<file path="config.mk">
export PLATFORM = sky130hd
export DESIGN_NAME = bram_loader
export DESIGN_NICKNAME = d
export VERILOG_FILES = /design/src/rtl/bram_loader.sv
export SDC_FILE = /design/constraint.sdc
export NUM_CORES = 1
export LEC_CHECK = 0
export CELL_PAD_IN_SITES_DETAIL_PLACEMENT = 1
export CELL_PAD_IN_SITES_GLOBAL_PLACEMENT = 1
export CORE_MARGIN = 1.5
export CORE_UTILIZATION = 43
export DETAILED_ROUTE_END_ITERATION = 10
export PLACE_DENSITY_LB_ADDON = 0.3
export SETUP_SLACK_MARGIN = 0.4
export SLEW_MARGIN = 20
export SYNTH_ARGS = -nofsm -noshare
export SYNTH_HDL_FRONTEND = slang
export SYNTH_SLANG_ARGS = --single-unit
</file>
<file path="constraint.sdc">
create_clock -name i_clk_wr -period 5.2 [get_ports i_clk_wr]
set_clock_uncertainty 0.05 [all_clocks]
set_input_delay 0.78 -clock i_clk_wr [delete_from_list [all_inputs] [get_ports i_clk_wr]]
set_output_delay 0.78 -clock i_clk_wr [all_outputs]
set_load 0.03 [all_outputs]
</file>
<file path="src/rtl/bram_loader.sv">
// ============================================================================
// Module   : bram_loader
// Packs a byte stream little-endian into words and writes them to a BRAM.
// Revision : 1.0
// ============================================================================
`default_nettype none

module bram_loader #(
    parameter int ADDR_WIDTH     = 8,
    parameter int DEPTH          = 256,
    parameter int DATA_WIDTH     = 32,
    parameter int TIMEOUT_CYCLES = 1000000
) (
    input  logic                  i_clk_wr,
    input  logic                  i_rst_n,
    input  logic                  i_start,
    input  logic [ADDR_WIDTH-1:0] i_base_addr,
    input  logic [ADDR_WIDTH:0]   i_num_words,
    input  logic                  i_byte_valid,
    input  logic [7:0]            i_byte,
    output logic                  o_byte_ready,
    output logic                  o_wr_en,
    output logic [ADDR_WIDTH-1:0] o_wr_addr,
    output logic [DATA_WIDTH-1:0] o_wr_data,
    output logic                  o_busy,
    output logic                  o_done,
    output logic                  o_timeout,
    output logic                  o_err,
    output logic [ADDR_WIDTH:0]   o_words_written
);

    localparam int BPW = DATA_WIDTH / 8;
    localparam int BIW = (BPW > 1) ? $clog2(BPW) : 1;
    localparam int TW  = (TIMEOUT_CYCLES > 0) ? $clog2(TIMEOUT_CYCLES + 1) : 1;

    localparam logic [ADDR_WIDTH:0]   DEPTH_W   = (ADDR_WIDTH + 1)'(DEPTH);
    localparam logic [ADDR_WIDTH-1:0] LAST_ADDR = ADDR_WIDTH'(DEPTH - 1);
    localparam logic [BIW-1:0]        LAST_BYTE = BIW'(BPW - 1);
    localparam logic [TW-1:0]         TO_LIMIT  = TW'(TIMEOUT_CYCLES);

    typedef enum logic [1:0] {
        S_IDLE  = 2'd0,
        S_LOAD  = 2'd1,
        S_WRITE = 2'd2,
        S_DONE  = 2'd3
    } state_t;

    state_t                state_q, state_d;
    logic [ADDR_WIDTH:0]   count_q, count_d;
    logic [ADDR_WIDTH-1:0] addr_q, addr_d;
    logic [BIW-1:0]        byte_idx_q, byte_idx_d;
    logic [DATA_WIDTH-1:0] word_buf_q, word_buf_d;
    logic [TW-1:0]         idle_q, idle_d;
    logic [ADDR_WIDTH:0]   words_q, words_d;
    logic                  wr_en_q, wr_en_d;
    logic [ADDR_WIDTH-1:0] wr_addr_q, wr_addr_d;
    logic [DATA_WIDTH-1:0] wr_data_q, wr_data_d;
    logic                  ready_q, ready_d;
    logic                  busy_q, busy_d;
    logic                  done_q, done_d;
    logic                  timeout_q, timeout_d;
    logic                  err_q, err_d;
    logic                  accept;

    assign accept = i_byte_valid & ready_q;

    always_comb begin
        state_d    = state_q;
        count_d    = count_q;
        addr_d     = addr_q;
        byte_idx_d = byte_idx_q;
        word_buf_d = word_buf_q;
        idle_d     = idle_q;
        words_d    = words_q;
        wr_en_d    = 1'b0;
        wr_addr_d  = wr_addr_q;
        wr_data_d  = wr_data_q;
        ready_d    = ready_q;
        busy_d     = busy_q;
        done_d     = 1'b0;
        timeout_d  = 1'b0;
        err_d      = 1'b0;

        case (state_q)
            S_IDLE: begin
                ready_d = 1'b0;
                busy_d  = 1'b0;
                if (i_start) begin
                    if (({1'b0, i_base_addr} >= DEPTH_W) || (i_num_words > DEPTH_W)) begin
                        err_d = 1'b1;
                    end else if (i_num_words == '0) begin
                        state_d = S_DONE;
                        done_d  = 1'b1;
                        words_d = '0;
                    end else begin
                        state_d    = S_LOAD;
                        count_d    = i_num_words;
                        addr_d     = i_base_addr;
                        byte_idx_d = '0;
                        words_d    = '0;
                        idle_d     = '0;
                        ready_d    = 1'b1;
                        busy_d     = 1'b1;
                    end
                end
            end

            S_LOAD: begin
                if (accept) begin
                    for (int k = 0; k < BPW; k++) begin
                        if (byte_idx_q == BIW'(k)) begin
                            word_buf_d[8*k +: 8] = i_byte;
                        end
                    end
                    idle_d = '0;
                    if (byte_idx_q == LAST_BYTE) begin
                        state_d   = S_WRITE;
                        ready_d   = 1'b0;
                        wr_en_d   = 1'b1;
                        wr_addr_d = addr_q;
                        wr_data_d = word_buf_d;
                    end else begin
                        byte_idx_d = byte_idx_q + 1'b1;
                    end
                end else if (TIMEOUT_CYCLES != 0) begin
                    // Partial word is dropped; words_q already counts only full words.
                    if (idle_q == TO_LIMIT) begin
                        state_d   = S_IDLE;
                        timeout_d = 1'b1;
                        ready_d   = 1'b0;
                        busy_d    = 1'b0;
                    end else begin
                        idle_d = idle_q + 1'b1;
                    end
                end
            end

            S_WRITE: begin
                words_d    = words_q + 1'b1;
                addr_d     = (addr_q == LAST_ADDR) ? '0 : addr_q + 1'b1;
                byte_idx_d = '0;
                if (words_d == count_q) begin
                    state_d = S_DONE;
                    done_d  = 1'b1;
                    busy_d  = 1'b0;
                end else begin
                    state_d = S_LOAD;
                    ready_d = 1'b1;
                end
            end

            S_DONE: begin
                state_d = S_IDLE;
            end

            default: begin
                state_d = S_IDLE;
            end
        endcase
    end

    always_ff @(posedge i_clk_wr) begin
        if (!i_rst_n) begin
            state_q    <= S_IDLE;
            count_q    <= '0;
            addr_q     <= '0;
            byte_idx_q <= '0;
            word_buf_q <= '0;
            idle_q     <= '0;
            words_q    <= '0;
            wr_en_q    <= 1'b0;
            wr_addr_q  <= '0;
            wr_data_q  <= '0;
            ready_q    <= 1'b0;
            busy_q     <= 1'b0;
            done_q     <= 1'b0;
            timeout_q  <= 1'b0;
            err_q      <= 1'b0;
        end else begin
            state_q    <= state_d;
            count_q    <= count_d;
            addr_q     <= addr_d;
            byte_idx_q <= byte_idx_d;
            word_buf_q <= word_buf_d;
            idle_q     <= idle_d;
            words_q    <= words_d;
            wr_en_q    <= wr_en_d;
            wr_addr_q  <= wr_addr_d;
            wr_data_q  <= wr_data_d;
            ready_q    <= ready_d;
            busy_q     <= busy_d;
            done_q     <= done_d;
            timeout_q  <= timeout_d;
            err_q      <= err_d;
        end
    end

    assign o_byte_ready    = ready_q;
    assign o_wr_en         = wr_en_q;
    assign o_wr_addr       = wr_addr_q;
    assign o_wr_data       = wr_data_q;
    assign o_busy          = busy_q;
    assign o_done          = done_q;
    assign o_timeout       = timeout_q;
    assign o_err           = err_q;
    assign o_words_written = words_q;

endmodule

`default_nettype wire
</file>
==> results.yml <==
grt:
  grt_overflow_total: 0
  grt_pass1_wl_mm: 25.5
  grt_max_degree: 57
  grt_util_all_layers_pct: 25.1
  grt_pass1_vias: 5239
  antenna_found_initial: 0
timing:
  drv_slew: 0
  relSlewSlack_pct: 53.8
  fin_ws_ns: 1.90
  fmax_mhz: 303
  tightestPinTransition_ns: 0.690
  period_needed_ns: 3.30
  hold_viol_final: 0
  finalCritPeriodShare_pct: 63.4
  finalSetupViolCount: 0
  rsz0062_at_grt: "no"
  setup_tns_ns: 0
yosys:
  synthTopCellsByCount: "125 x nand2_1, 120 x dfxtp_1, 57 x a21oi_1"
  yosysTopAreaCellShare_pct: 44.8
  async_flop_share_pct: 0
  synth_top_area_cell: "dfxtp_1"
  seq_area_frac_synth_pct: 44.8
  ys.flop_type: "dfxtp_1"
  synth_edf_count: 0
  synthTopCellsByArea: "dfxtp_1 45%, nand2_1 8.8%, a21oi_1 5.3%"
  synth_area_per_cell_um2: 8.28
  syn_area_um2: 5360
  postSynthCellCount: 647
  synth_most_common_cell: "nand2_1"
  ys_seq_elements: 120
  yosys.cell_types.count: 50
  syn_nets: 692
  yosys_warnings: 0
routing:
  wl_per_cell_um: 17.5
  dr.pass1.iters: 4
  vias_per_cell: 5.47
  drc: 0
  drt_wl_total_mm: 15.6
  drt_first_iter_violations: 275
  antenna_left: 0
  vias: 4878
run:
  maxCapViolCount: 0
hold_path:
  whs_path_depth: 2
  hold_path_class: "flop to flop"
  min_to: "o_wr_addr[4]$_SDFFE_PN0P_"
  hp-start: "o_wr_addr[4]$_SDFFE_PN0P_"
place:
  postPlaceCellArea_um2: 6280
  gp_congestion: 0.774
  pre_cts_ws_ns: 1.48
  port_buffers: 83
  dp_cells: 861
  hpwl_mm: 10.5
finish:
  multi_input_area_um2: 2740
  fin_nets: 757
  stdcell_area_um2: 6860
  regArea_um2: 2400
  fin_cells: 892
  antenna_cells: 0
  fillers: 1412
  fin_util_pct: 56.9
  syn2layout_area_growth_pct: 28.1
  drive_above_1_share_pct: 5.25
critical_path:
  worstRegToRegCells: 8
  cp.arrival_ns: 3.60
  crit_fanout: 12
  required_ns: 5.51
  r2r_end: "addr_q[2]$_SDFFE_PN0P_"
  critPathCaptureType: "flop"
  startpoint: "i_num_words[7]"
  r2r-start: "state_q[0]$_SDFFE_PN0P_"
  start_kind: "primary input"
  reg2reg_slack_ns: 1.98
  critPathKind: "primary input to flop"
status:
  status: "complete, no violations"
clock_network:
  cts_tree: "yes"
  cts-buffers-inserted: 17
  clock_latency_ns: 0.42
  cts_hold_buf: 0
  root_buffer: "clkbuf_16"
  h-tree-depth: 4
  clk_path_buf_depth: 2
  cts.clk_slew.worst_paths_ns: 0.05
  cts-resized-gates: 0
  clock-sinks: 120
  post_cts.repair.setup_buffers: 0
die:
  die_width_um: 115
  ios: 84
  die_area_um2: 13100
  die_h_um: 115
  core_area_um2: 12100
  rows: 40
  start_util_pct: 44.4
pwr:
  power_leakage_nw: 2.43
  power.density_nw_per_um2: 385
  max-vdd-ir-drop_mv: 0.243
[worst max-delay path, cell delays in order]
cell and delay (ns):
clkdlybuf4s50_1 0.42, nor4_1 0.29, nand2_1 0.14, ha_1 0.21, nand2b_1 0.22, a211oi_1 0.27
o31a_2 0.27, nand4_1 0.40, or3_1 0.47, a21oi_1 0.14
[layout make-up]
class,instances,share of cell area (%)
inverters,17,0.930
repair buffers,87,12.6
flip-flops and latches,120,35.0
well taps,168,3.06
clock inverters,8,1.39
multi-input cells,469,39.9
clock buffers,23,7.11
[per-stage QoR]
| stage | hold WS (ns) | power (mW) |
|---|---|---|
| final | 0.398 | 2.64 |
| after global routing | 0.423 | 2.75 |
| after CTS | 0.405 | 2.66 |
| after detailed placement | 0.393 | 1.50 |
| after global placement | 0.385 | 1.47 |
| after floorplan | 0.386 | 1.36 |
[registers in the layout, summed over array words and instances (netlist names)]
| name | cells |
|---|---|
| o_wr_addr | 8 |
| o_err | 1 |
| addr_q | 8 |
| o_byte_ready | 1 |
| count_q | 9 |
| o_wr_en | 1 |
| o_timeout | 1 |
| idle_q | 20 |
| o_words_written | 9 |
| o_wr_data | 32 |
| o_busy | 1 |
| state_q | 2 |
| word_buf_q | 24 |
| byte_idx_q | 2 |
| o_done | 1 |
[worst max-delay path by stage]
stage                                         end  slack, ns  cells after the start
final                     idle_q[11]$_SDFFE_PN0P_       1.90                     10
after global routing      idle_q[11]$_SDFFE_PN0P_       1.62                     10
after CTS                 idle_q[11]$_SDFFE_PN0P_       1.89                     10
after detailed placement  idle_q[17]$_SDFFE_PN0P_       1.48                     11
after global placement     idle_q[7]$_SDFFE_PN0P_       1.64                     10
after floorplan           idle_q[11]$_SDFFE_PN0P_       2.25                     11
[cell families (layout without fill, tap and decap cells)]
family	after synthesis	in the layout	share of synthesized area, %
fa+ha+maj	16	16	3.74
xor+xnor	27	27	4.41
mux	29	29	5.44
simple gates	252	252	21.4
buf+inv	58	135	4.09
flops	120	120	44.8
compound gates	145	145	16.0
[routing by layer]
layer	global-route usage (%)	routed length, µm	part of all wire (%)	vias up
met1	27.8	6560	42	2412
li1	-	-	-	2353
met2	45.7	8210	53	83
met5	0	0	0	-
met4	9.83	303	1.9	0
met3	6.56	553	3.5	30
[power breakdown]
group / total, mW / switching (mW) / internal [mW]
sequential: 1.01 / 0.0479 / 0.962
clock: 1.15 / 0.404 / 0.748
combinational: 0.477 / 0.295 / 0.183
[placed cells by master (no fill, tap or decap), types with 6 or more instances in the layout]
cell / instances
nand2_1: 125
nand4_1: 7
dfxtp_1: 120
clkbuf_16: 17
nor4_1: 6
nand3_1: 19
and3_1: 8
nor3_1: 9
xor2_1: 13
o21ai_0: 46
clkdlybuf4s50_1: 83
inv_1: 16
a21oi_1: 56
ha_1: 16
or3_1: 7
a22o_1: 16
nor2_1: 44
mux2i_1: 28
xnor2_1: 14
and2_1: 7
No activity file was read; power rests on OpenSTA's default activity.
